File: src/rtl/acc_argmax_reader_if.sv
// acc_argmax_reader_if -- read port between the argmax reader and the accumulator RAM.
//
// Signals:
//   ram_request    reader -> RAM  read enable
//   ram_addr       reader -> RAM  read address
//   ram_read_data  RAM -> reader  read word, valid one cycle after the request cycle
//
// Modports: master (reader side), slave (RAM side).

interface acc_argmax_reader_if #(
  parameter int unsigned DATA_WIDTH = 8,
  parameter int unsigned ADDR_WIDTH = 4
);

  logic                  ram_request;
  logic [ADDR_WIDTH-1:0] ram_addr;
  logic [DATA_WIDTH-1:0] ram_read_data;

  modport master (
    output ram_request,
    output ram_addr,
    input  ram_read_data
  );

  modport slave (
    input  ram_request,
    input  ram_addr,
    output ram_read_data
  );

endinterface

File: src/rtl/acc_argmax_reader.sv
// acc_argmax_reader -- scans OUTPUT_CHANNEL accumulator words from a RAM with one cycle of read
// latency and reports the index and value of the largest one. Ties keep the lower index.
//
// Ports:
//   clk_i        clock, rising edge
//   rst_i        synchronous active-high reset
//   start_i      single-cycle scan request, accepted only while idle
//   ram          acc_argmax_reader_if.master read port (request / address / read data)
//   busy_o       high from the cycle after an accepted start through the done cycle
//   done_o       one-cycle pulse, result valid on number_o / max_value_o
//   number_o     index of the maximum entry, held until the next result or reset
//   max_value_o  value of the maximum entry, held like number_o
//
// Build option: define ACC_SIGNED_EN to compare words as two's-complement signed values;
// otherwise they compare unsigned. Only the comparator changes.
//
// Configuration constraint: 2**ADDR_WIDTH >= OUTPUT_CHANNEL >= 1.

module acc_argmax_reader #(
  parameter int unsigned DATA_WIDTH     = 8,
  parameter int unsigned OUTPUT_CHANNEL = 10,
  parameter int unsigned ADDR_WIDTH     = 4
) (
  input  logic                  clk_i,
  input  logic                  rst_i,
  input  logic                  start_i,
  acc_argmax_reader_if.master   ram,
  output logic                  busy_o,
  output logic                  done_o,
  output logic [ADDR_WIDTH-1:0] number_o,
  output logic [DATA_WIDTH-1:0] max_value_o
);

  localparam logic [ADDR_WIDTH-1:0] LastAddr = ADDR_WIDTH'(OUTPUT_CHANNEL - 1);

  typedef enum logic [1:0] {StIdle, StIssue, StDrain, StDone} state_e;

  state_e                state_q, state_d;
  logic [ADDR_WIDTH-1:0] cnt_q, cnt_d;
  // Read pipeline: a word is expected on ram_read_data while rd_valid_q is set.
  logic                  rd_valid_q, rd_valid_d;
  logic [ADDR_WIDTH-1:0] rd_idx_q, rd_idx_d;
  // Running maximum, internal until the done cycle.
  logic                  run_valid_q, run_valid_d;
  logic [DATA_WIDTH-1:0] run_max_q, run_max_d;
  logic [ADDR_WIDTH-1:0] run_idx_q, run_idx_d;
  logic [ADDR_WIDTH-1:0] number_q, number_d;
  logic [DATA_WIDTH-1:0] max_q, max_d;

  logic                  req;
  logic [ADDR_WIDTH-1:0] addr;
  logic                  greater;
  logic                  take_word;
  logic [DATA_WIDTH-1:0] cand_max;
  logic [ADDR_WIDTH-1:0] cand_idx;

`ifdef ACC_SIGNED_EN
  assign greater = $signed(ram.ram_read_data) > $signed(run_max_q);
`else
  assign greater = ram.ram_read_data > run_max_q;
`endif

  // First word of a scan loads unconditionally; later words must be strictly greater.
  assign take_word = rd_valid_q && (!run_valid_q || greater);
  assign cand_max  = take_word ? ram.ram_read_data : run_max_q;
  assign cand_idx  = take_word ? rd_idx_q : run_idx_q;

  always_comb begin
    state_d     = state_q;
    cnt_d       = cnt_q;
    run_valid_d = run_valid_q | rd_valid_q;
    run_max_d   = cand_max;
    run_idx_d   = cand_idx;
    number_d    = number_q;
    max_d       = max_q;
    req         = 1'b0;
    addr        = '0;

    unique case (state_q)
      StIdle: begin
        if (start_i) begin
          state_d     = StIssue;
          cnt_d       = '0;
          run_valid_d = 1'b0;
        end
      end
      StIssue: begin
        req  = 1'b1;
        addr = cnt_q;
        if (cnt_q == LastAddr) begin
          cnt_d   = '0;
          state_d = StDrain;
        end else begin
          cnt_d = cnt_q + 1'b1;
        end
      end
      StDrain: begin
        // Last word arrives now; fold it in and publish the result for the done cycle.
        number_d = cand_idx;
        max_d    = cand_max;
        state_d  = StDone;
      end
      StDone: begin
        state_d = StIdle;
      end
      default: begin
        state_d = StIdle;
      end
    endcase

    rd_valid_d = req;
    rd_idx_d   = addr;
  end

  always_ff @(posedge clk_i) begin
    if (rst_i) begin
      state_q     <= StIdle;
      cnt_q       <= '0;
      rd_valid_q  <= 1'b0;
      rd_idx_q    <= '0;
      run_valid_q <= 1'b0;
      run_max_q   <= '0;
      run_idx_q   <= '0;
      number_q    <= '0;
      max_q       <= '0;
    end else begin
      state_q     <= state_d;
      cnt_q       <= cnt_d;
      rd_valid_q  <= rd_valid_d;
      rd_idx_q    <= rd_idx_d;
      run_valid_q <= run_valid_d;
      run_max_q   <= run_max_d;
      run_idx_q   <= run_idx_d;
      number_q    <= number_d;
      max_q       <= max_d;
    end
  end

  assign ram.ram_request = req;
  assign ram.ram_addr    = addr;
  assign busy_o          = (state_q != StIdle);
  assign done_o          = (state_q == StDone);
  assign number_o        = number_q;
  assign max_value_o     = max_q;

endmodule
File: src/flat_wrapper.sv
// flat-port wrapper written by rule: the top's interface ports become plain ports
module acc_argmax_reader_flat 
#(
  parameter int unsigned DATA_WIDTH     = 8,
  parameter int unsigned OUTPUT_CHANNEL = 10,
  parameter int unsigned ADDR_WIDTH     = 4
)
  (clk_i, rst_i, start_i, busy_o, done_o, number_o, max_value_o, ram_ram_request, ram_ram_addr, ram_ram_read_data);
  acc_argmax_reader_if #(.DATA_WIDTH(DATA_WIDTH), .ADDR_WIDTH(ADDR_WIDTH)) ram_i ();
  input  logic clk_i;
  input  logic rst_i;
  input  logic start_i;
  output logic busy_o;
  output logic done_o;
  output logic [ADDR_WIDTH-1:0] number_o;
  output logic [DATA_WIDTH-1:0] max_value_o;
  output wire logic [$bits(ram_i.ram_request)-1:0] ram_ram_request;
  output wire logic [$bits(ram_i.ram_addr)-1:0] ram_ram_addr;
  input wire logic [$bits(ram_i.ram_read_data)-1:0] ram_ram_read_data;
  assign ram_ram_request = ram_i.ram_request;
  assign ram_ram_addr = ram_i.ram_addr;
  assign ram_i.ram_read_data = ram_ram_read_data;
  acc_argmax_reader #(.DATA_WIDTH(DATA_WIDTH), .OUTPUT_CHANNEL(OUTPUT_CHANNEL), .ADDR_WIDTH(ADDR_WIDTH)) u_core (.clk_i(clk_i), .rst_i(rst_i), .start_i(start_i), .ram(ram_i), .busy_o(busy_o), .done_o(done_o), .number_o(number_o), .max_value_o(max_value_o));
endmodule
File: config.mk
export PLATFORM = sky130hd
export DESIGN_NAME = acc_argmax_reader_flat
export DESIGN_NICKNAME = d
export VERILOG_FILES = /design/src/rtl/acc_argmax_reader_if.sv /design/src/rtl/acc_argmax_reader.sv /design/src/flat_wrapper.sv
export SDC_FILE = /design/constraint.sdc
export NUM_CORES = 1
export LEC_CHECK = 0
export ABC_AREA = 1
export BUFFER_PORTS_ARGS = -buffer_cell sky130_fd_sc_hd__buf_4
export CAP_MARGIN = 40
export CORE_MARGIN = 2
export CORE_UTILIZATION = 44
export DETAILED_ROUTE_END_ITERATION = 12
export PLACE_DENSITY = 0.65
export SYNTH_ARGS = -nofsm -noshare
export SYNTH_HDL_FRONTEND = slang
export SYNTH_SLANG_ARGS = --single-unit
File: constraint.sdc
create_clock -name clk_i -period 3.08 [get_ports clk_i]
set_input_delay 0.616 -clock clk_i [delete_from_list [all_inputs] [get_ports clk_i]]
set_output_delay 0.616 -clock clk_i [all_outputs]
set_load 0.01 [all_outputs]
Word level (Yosys, flattened, before mapping)
Index checks and enable logic that the tools add are counted.
{ "word_totals": {"register_bits": 36, "output_inout_bits": 19, "wordCells": 38} }
{ "classes": {"addsub": 1, "n_lt_le_gt_ge": 1, "eq_ne": 6, "n_mux": 12, "bitwise_logic": 1, "n_reduce_logical": 8} }
{ "ops": {"columns": ["operator", "n"], "rows": [
  ["$mux W4", 4],
  ["$gt A8 B8 Y1", 1],
  ["$mux W8", 1],
  ["$pmux W2 S4", 1],
  ["$pmux W4 S2", 1],
  ["$add A4 B1 Y4 const B", 1],
  ["$eq A2 B2 Y1 const B", 2],
  ["$eq A4 B4 Y1 const B", 1],
  ["$mux W2", 2],
  ["$reduce_and A2 Y1", 2],
  ["$reduce_bool A2 Y1", 2],
  ["$mux W1", 3],
  ["$eq A2 B1 Y1 const B", 1],
  ["$logic_not A2 Y1", 1],
  ["$ne A2 B1 Y1 const B", 1],
  ["$ne A2 B2 Y1 const B", 1],
  ["$logic_and A1 B1 Y1", 1],
  ["$logic_not A1 Y1", 1],
  ["$logic_or A1 B1 Y1", 1],
  ["$or A1 B1 Y1", 1]
]} }

Depth between registers and ports, before layout
Gate-level depths: netlist (run 1).
{ "logic_depth": {"ltp_word": 4, "depth_mapped": 17, "mapped_depth_nobuf": 16} }

Worst setup path after synthesis (run 1)
Ideal clock, no wire load.
{ "synth_path": {"path_type": "input -> register", "startpoint": "input ram_ram_read_data[7]", "endpoint": "register u_core.max_q[1], in the netlist u_core.max_value_o[1]", "setup_ns": 0.109, "arrival_time_ns": 1.730, "required_time_ns": 2.971, "path_slack_ns": 1.241, "stages": 11, "n_path_buf": 1, "path_cell_list": "ha_1 > a21o_1 > nor2_1 > nand2_1 > nand2_1 > nand2_4 > buf_6 > nand3_1 > nand3_1 > nand2_1 > inv_1"} }
{ "synth_between": {"elab_chain_cells": 4} }
{ "synth_lines": {"columns": ["item", "line_no", "rtl"], "rows": [
  ["start, declared", "flat_wrapper.sv:19", "input wire logic [$bits(ram_i.ram_read_data)-1:0] ram_ram_read_data;"],
  ["$gt A8 B8 Y1", "acc_argmax_reader.sv:60", "assign greater = ram.ram_read_data > run_max_q;"],
  ["$logic_or A1 B1 Y1", "acc_argmax_reader.sv:64", "assign take_word = rd_valid_q && (!run_valid_q || greater);"],
  ["$logic_and A1 B1 Y1", "acc_argmax_reader.sv:64", null],
  ["$mux W8", "acc_argmax_reader.sv:65", "assign cand_max = take_word ? ram.ram_read_data : run_max_q;"],
  ["end signal, assigned", "acc_argmax_reader.sv:135", "max_q <= max_d;"],
  ["end, declared", "acc_argmax_reader.sv:48", "logic [DATA_WIDTH-1:0] max_q, max_d;"]
]} }
No other way between the ends.
A chain may end at the register's enable or synchronous reset.

Worst setup path after layout (run 1)
{ "layout_path": {"startpoint": "register u_core.state_q[1]", "endpoint": "output ram_ram_addr[3]"} }
{ "layout_between": {"elab_chain_cells": 2} }
{ "layout_lines": {"columns": ["item", "line_no", "rtl"], "rows": [
  ["start, declared", "acc_argmax_reader.sv:38", "state_e state_q, state_d;"],
  ["start signal, assigned", "acc_argmax_reader.sv:117", "state_q <= StIdle;"],
  ["start signal, assigned", "acc_argmax_reader.sv:127", "state_q <= state_d;"],
  ["$eq A2 B1 Y1", "acc_argmax_reader.sv:79", "unique case (state_q)"],
  ["$mux W4", "acc_argmax_reader.sv:79", null],
  ["end, declared", "flat_wrapper.sv:18", "output wire logic [$bits(ram_i.ram_addr)-1:0] ram_ram_addr;"]
]} }
No other way between the ends.

==> impl_metrics.json, run 1 <==
{
  "fin_skew_ps": 4.90,
  "wire_per_inst_um": 10.6,
  "fill_cells": 389,
  "maxClockFrequency_ghz": 0.523,
  "reg2reg_slack_ps": 1250,
  "synthCells": 232,
  "holdPathEnd": "u_core.run_idx_q[2]",
  "clock_latency_ps": 290,
  "synth_area_leaders": "dfxtp_1, ha_1, inv_1, nor2_1, nand3_1",
  "required_ps": 2460,
  "drv_slew": 0,
  "drt-total-wl_mm": 3.28,
  "routabilityCongestion": 0.721,
  "cp_slowest_cell": "dfxtp_1",
  "die_area_um2": 4470,
  "cpPeakStageDelay_ps": 360,
  "r2r-end": "u_core.number_o[1]",
  "yosysTopAreaCell": "dfxtp_1",
  "layout.nets": 284,
  "syn_area_per_cell_um2": 7.50,
  "grt_usage_pct": 17.0,
  "crit_path_max_fanout": 7,
  "setup_ws_ps": 1170,
  "die_w_um": 66.9,
  "die_y_um": 66.9,
  "power_density_nw_per_um2": 755,
  "antenna_found_initial": 0,
  "htreeDepth": 2,
  "clock-sinks": 36,
  "grt_pass1_vias": 1350,
  "crit_chain": "inv_1 -> ha_1 -> nand2_1 -> inv_1 -> buf_4",
  "cts_tree": "done",
  "first_pass_iters": 4,
  "initial_core_util_pct": 46.5,
  "ant_nets": 0,
  "hold_depth": 2,
  "cts_root_buffer": "clkbuf_8",
  "tns_ps": 0,
  "dp_hpwl_mm": 2.22,
  "multi_input_area_um2": 815,
  "r2r-start": "u_core.run_max_q[7]",
  "grt_pass1_wl_mm": 5.62,
  "place_ws_ps": 920,
  "ys_ff_latch": 36,
  "yosysUniqueCellTypes": 25,
  "netlist.area_leader.share_pct": 41.4,
  "ys_seq_area_share_pct": 41.4,
  "synth_nets": 257,
  "drive_gt1_share_pct": 20.0,
  "cts_buffers": 5,
  "dp_cells": 300,
  "status": "completed",
  "grt_setup_unrepaired": "no",
  "via_count": 1439,
  "postCtsResizedCells": 0,
  "min-delay-start": "u_core.run_idx_q[2]",
  "coreArea_um2": 3740,
  "slew_headroom_pct": 62.5,
  "holdBufCountCts": 0,
  "cts.path.max_buffers": 2,
  "grt-ovfl-total": 0,
  "diodes": 0,
  "ir_drop_v": 0.000500,
  "rows": 22,
  "worst_pin_slew_ps": 562,
  "postCtsSetupBuffers": 0,
  "numPortBuffers": 29,
  "fin_cells": 308,
  "hp-class": "reg -> reg",
  "fin_hold_ws_ps": 467,
  "netlist_area_um2": 1740,
  "worst-r2r-cell-count": 13,
  "ios": 30,
  "routed_via_density": 4.67,
  "drtIter0Drc": 55,
  "period_minus_slack_ps": 1910,
  "cpMostUsedCell": "inv_1",
  "syn_to_final_growth_pct": 18.4,
  "drc": 0,
  "critical_path.endpoint_type": "output port",
  "seqCellArea_um2": 721,
  "clkSlewWorstSetupHoldPaths_ps": 70,
  "setup_viol": 0,
  "arrival_ps": 1300,
  "start_kind": "flop",
  "yosysWarnings": 0,
  "grt_max_degree": 34,
  "post-route-period-util_pct": 62.1,
  "p_leak_uw": 0.00102,
  "worst-setup-path-type": "reg -> out",
  "drv_cap": 0,
  "final_hold_viol_count": 0
}
cells in the mapped netlist:
cell type,instances
o21ai_0,1
buf_12,1
nand3_1,24
a211oi_1,3
dfxtp_1,36
nand2_1,32
a21o_1,1
nor2_2,1
ha_1,14
inv_1,37
nand2_2,10
xor2_1,1
nor2_1,35
a21oi_1,16
clkbuf_1,7
nand4_1,2
a31oi_1,1
buf_6,1
xnor2_1,1
buf_2,1
nand2_4,2
inv_2,1
nor3_1,2
or2_2,1
a21oi_2,1
worst max-delay path by stage:
stage / startpoint / end / slack [ps] / depth (start not counted)
2_1_floorplan: ram_ram_read_data[7] / u_core.max_value_o[1] / 1240 / 11
3_3_place_gp: ram_ram_read_data[7] / u_core.number_o[1] / 920 / 13
3_5_place_dp: ram_ram_read_data[1] / u_core.number_o[1] / 920 / 15
4_1_cts: u_core.state_q[1] / ram_ram_addr[3] / 1130 / 5
5_1_grt: ram_ram_read_data[1] / u_core.number_o[1] / 1020 / 15
6_report: u_core.state_q[1] / ram_ram_addr[3] / 1170 / 5
metrics by stage:
step / power (uW) / util, % / area [um^2]
floorplan: 1040 / - / 1740
global placement: 1210 / 52.2 / 1960
detailed placement: 1230 / 52.6 / 1970
CTS: 1580 / 55.0 / 2060
global route: 1690 / 55.0 / 2060
finish: 1560 / 55.0 / 2060
logic make-up (layout without fill, tap and decap cells):
| logic type | count (synthesis) | after routing | synth area share, % |
|---|---|---|---|
| flip-flops | 36 | 36 | 41.4 |
| AND/OR/NAND/NOR | 109 | 109 | 28.3 |
| AO/OA/AOI/OAI | 23 | 23 | 7.48 |
| adder cells (fa/ha/maj) | 14 | 14 | 10.1 |
| buffers and inverters | 48 | 76 | 11.8 |
| XOR/XNOR | 2 | 2 | 1.01 |
placed cells by master, fill, tap and decap left out, types with 2 or more instances in the layout:
master,count
inv_1,37
dfxtp_1,36
nor2_1,35
nand2_1,32
buf_4,29
nand3_1,24
a21oi_1,16
ha_1,14
nand2_2,10
clkbuf_8,6
a211oi_1,3
nand4_1,2
nand2_4,2
nor3_1,2
clkbuf_1,2
cell type report:
class / instances / share of cell area (%)
multi-input cells: 148 / 39.5
flip-flops and latches: 36 / 35.0
repair buffers: 30 / 11.3
inverters: 38 / 6.92
clock buffers: 8 / 4.37
well taps: 48 / 2.91
report_power, final:
group	switching, uW	internal [uW]
Combinational	320	256
Sequential	75.2	561
Clock	161	182
layer usage:
layer	part of all wire, %	routed length [um]	track usage, %	vias to the layer above
met5	0	0	0	-
met4	1.5	49	6.89	0
met3	4.9	162	5.57	5
met2	44	1450	29.8	26
met1	49	1610	18.7	632
li1	-	-	-	776
worst max-delay path, delay by kind of cell, from the launching register on:
family | cells | cell delay, ps
flip-flops | 1 | 360
buffers and inverters | 3 | 260
AND/OR/NAND/NOR | 1 | 120
adder cells (fa/ha/maj) | 1 | 270
state kept, by name (all words and copies together), names as in the netlist:
signal	count
u_core.number_o	4
u_core.rd_idx_q	4
u_core.max_value_o	8
u_core.cnt_q	4
u_core.run_valid_q	1
u_core.state_q	2
u_core.run_max_q	8
u_core.rd_valid_q	1
u_core.run_idx_q	4
No activity file was read; power rests on OpenSTA's default activity.
==> run 2: changes to the inputs <==
--- a/config.mk
+++ b/config.mk
@@ -11,7 +11,7 @@
 export CORE_MARGIN = 2
 export CORE_UTILIZATION = 44
 export DETAILED_ROUTE_END_ITERATION = 12
-export PLACE_DENSITY = 0.65
+export PLACE_DENSITY = 0.68
 export SYNTH_ARGS = -nofsm -noshare
 export SYNTH_HDL_FRONTEND = slang
 export SYNTH_SLANG_ARGS = --single-unit
==> constraint.sdc (replaced) <==
create_clock -name clk_i -period 1.7 [get_ports clk_i]
set_input_delay 0.34 -clock clk_i [delete_from_list [all_inputs] [get_ports clk_i]]
set_output_delay 0.34 -clock clk_i [all_outputs]
set_load 0.01 [all_outputs]
==> run 2 against run 1 <==
Setup slack got worse by 1200 ps. Critical endpoint is now u_core.number_o[1]. Design area is 18% higher. Critical path depth rose by 8. Sequential power rose by 84%. Die area unchanged. Worst hold slack worse by 130 ps. The flow now finishes with violations (negative setup slack).
==> impl_metrics.json, run 2 (synthesis gave the netlist of run 1 again) <==
{
  "clock_latency_ps": 290,
  "diodes": 0,
  "htreeDepth": 2,
  "dp_hpwl_mm": 2.37,
  "place_ws_ps": -190,
  "layout.nets": 298,
  "hp-class": "in -> reg",
  "cpMostUsedCell": "nand2_2",
  "r2r-end": "u_core.number_o[1]",
  "routabilityCongestion": 0.768,
  "min-delay-start": "ram_ram_read_data[4]",
  "routed_via_density": 4.72,
  "period_minus_slack_ps": 1710,
  "via_count": 1519,
  "grt-ovfl-total": 0,
  "cts_tree": "done",
  "numPortBuffers": 29,
  "status": "finished, violations left",
  "grt_setup_unrepaired": "yes",
  "post-route-period-util_pct": 101,
  "fill_cells": 333,
  "worst-setup-path-type": "reg -> reg",
  "required_ps": 1890,
  "maxClockFrequency_ghz": 0.584,
  "clock-sinks": 36,
  "drc": 0,
  "reg2reg_slack_ps": -10,
  "final_common_cell": "buf_4",
  "crit_path_max_fanout": 8,
  "first_pass_iters": 4,
  "final_hold_viol_count": 0,
  "die_area_um2": 4470,
  "clkSlewWorstSetupHoldPaths_ps": 70,
  "critical_path.endpoint_type": "flop",
  "initial_core_util_pct": 46.5,
  "syn_to_final_growth_pct": 39.3,
  "grt_pass1_wl_mm": 6.06,
  "slew_headroom_pct": 61.9,
  "ir_drop_v": 0.000635,
  "grt_usage_pct": 17.9,
  "violations": "negative setup slack",
  "setup_viol": 3,
  "cts_buffers": 5,
  "setup.worst_path.start": "u_core.run_max_q[4]",
  "ant_nets": 0,
  "fin_skew_ps": 6.90,
  "cts.path.max_buffers": 2,
  "die_w_um": 66.9,
  "crit_chain": "inv_1 -> ha_1 -> nand2_2 -> nor2_2 -> nand2_1 -> nand2_2 -> nand2_4 -> nand2_8 -> nand2_8 -> nand2_4 -> nand3_2 -> nand2_2 -> inv_1",
  "start_kind": "flop",
  "grt_pass1_vias": 1411,
  "r2r-start": "u_core.run_max_q[4]",
  "coreArea_um2": 3740,
  "fin_cells": 322,
  "postCtsSetupBuffers": 0,
  "p_leak_uw": 0.00113,
  "arrival_ps": 1900,
  "antenna_found_initial": 0,
  "ios": 30,
  "cpPeakStageDelay_ps": 340,
  "drive_gt1_share_pct": 42.3,
  "setup_ws_ps": -11.3,
  "drtIter0Drc": 82,
  "hold_depth": 3,
  "worst_pin_slew_ps": 570,
  "cp_slowest_cell": "dfxtp_2",
  "die_y_um": 66.9,
  "drv_slew": 0,
  "drt-total-wl_mm": 3.83,
  "post-route-util_pct": 64.7,
  "rows": 22,
  "dp_cells": 312,
  "grt_max_degree": 34,
  "worst-r2r-cell-count": 13,
  "cts_root_buffer": "clkbuf_8",
  "wire_per_inst_um": 11.9,
  "power_density_nw_per_um2": 1280,
  "drv_cap": 0,
  "final_cell_mix": "buf_4, nor2_1, inv_1, dfxtp_1, nand2_1",
  "holdPathEnd": "u_core.run_max_q[4]"
}
[run 2: metrics by stage]
step	TNS, ps	power [uW]	instance area [um^2]	hold slack (ps)
after floorplan	0	1880	1740	444
after global placement	-2390	2240	2050	455
after detailed placement	-3340	2260	2050	458
after CTS	-7.07	2950	2200	337
after global routing	-1890	3330	2420	344
final	-22.1	3090	2420	339
[run 2: worst max-delay path by stage]
stage	endpoint	slack [ps]	cells after the start
after floorplan	u_core.max_value_o[1]	130	12
after global placement	u_core.number_o[1]	-150	13
after detailed placement	u_core.number_o[1]	-190	13
after CTS	u_core.number_o[1]	-5	12
after global routing	u_core.max_value_o[2]	-140	13
final	u_core.number_o[1]	-10	13
[run 2: worst max-delay path, delay by kind of cell, from the launching register on]
kind	cells	cell delay, ps
buf+inv	2	80
simple gates	10	900
flops	1	340
fa+ha+maj	1	280
[run 2: area by class of cell]
type / count / area [um^2] / share of cell area [%]
Clock buffer: 6 / 82.6 / 3.41
Clock inverter: 2 / 10.0 / 0.413
Inverter: 38 / 143 / 5.89
Multi-Input combinational cell: 150 / 1080 / 44.6
Sequential cell: 36 / 732 / 30.2
Tap cell: 48 / 60.1 / 2.48
Timing Repair Buffer: 42 / 315 / 13.0
[run 2: what timing repair did]
item	in CTS	in global routing
hold buffers	0	0
setup endpoints to repair	27	29
cloned	2	0
pin swaps	1	12
resized for setup	10	52
[run 2: routing by layer]
metal | routed length, um | track usage, %
met5 | 0 | 0
met4 | 68 | 7.65
met3 | 198 | 3.89
met2 | 1860 | 30.5
met1 | 1700 | 21.6
[run 2: power breakdown]
group / leakage [uW] / switching [uW] / internal, uW
sequential: 0.000297 / 146 / 1020
combinational: 0.000782 / 724 / 577
clock: 0.0000510 / 300 / 323
total: 0.00113 / 1170 / 1920
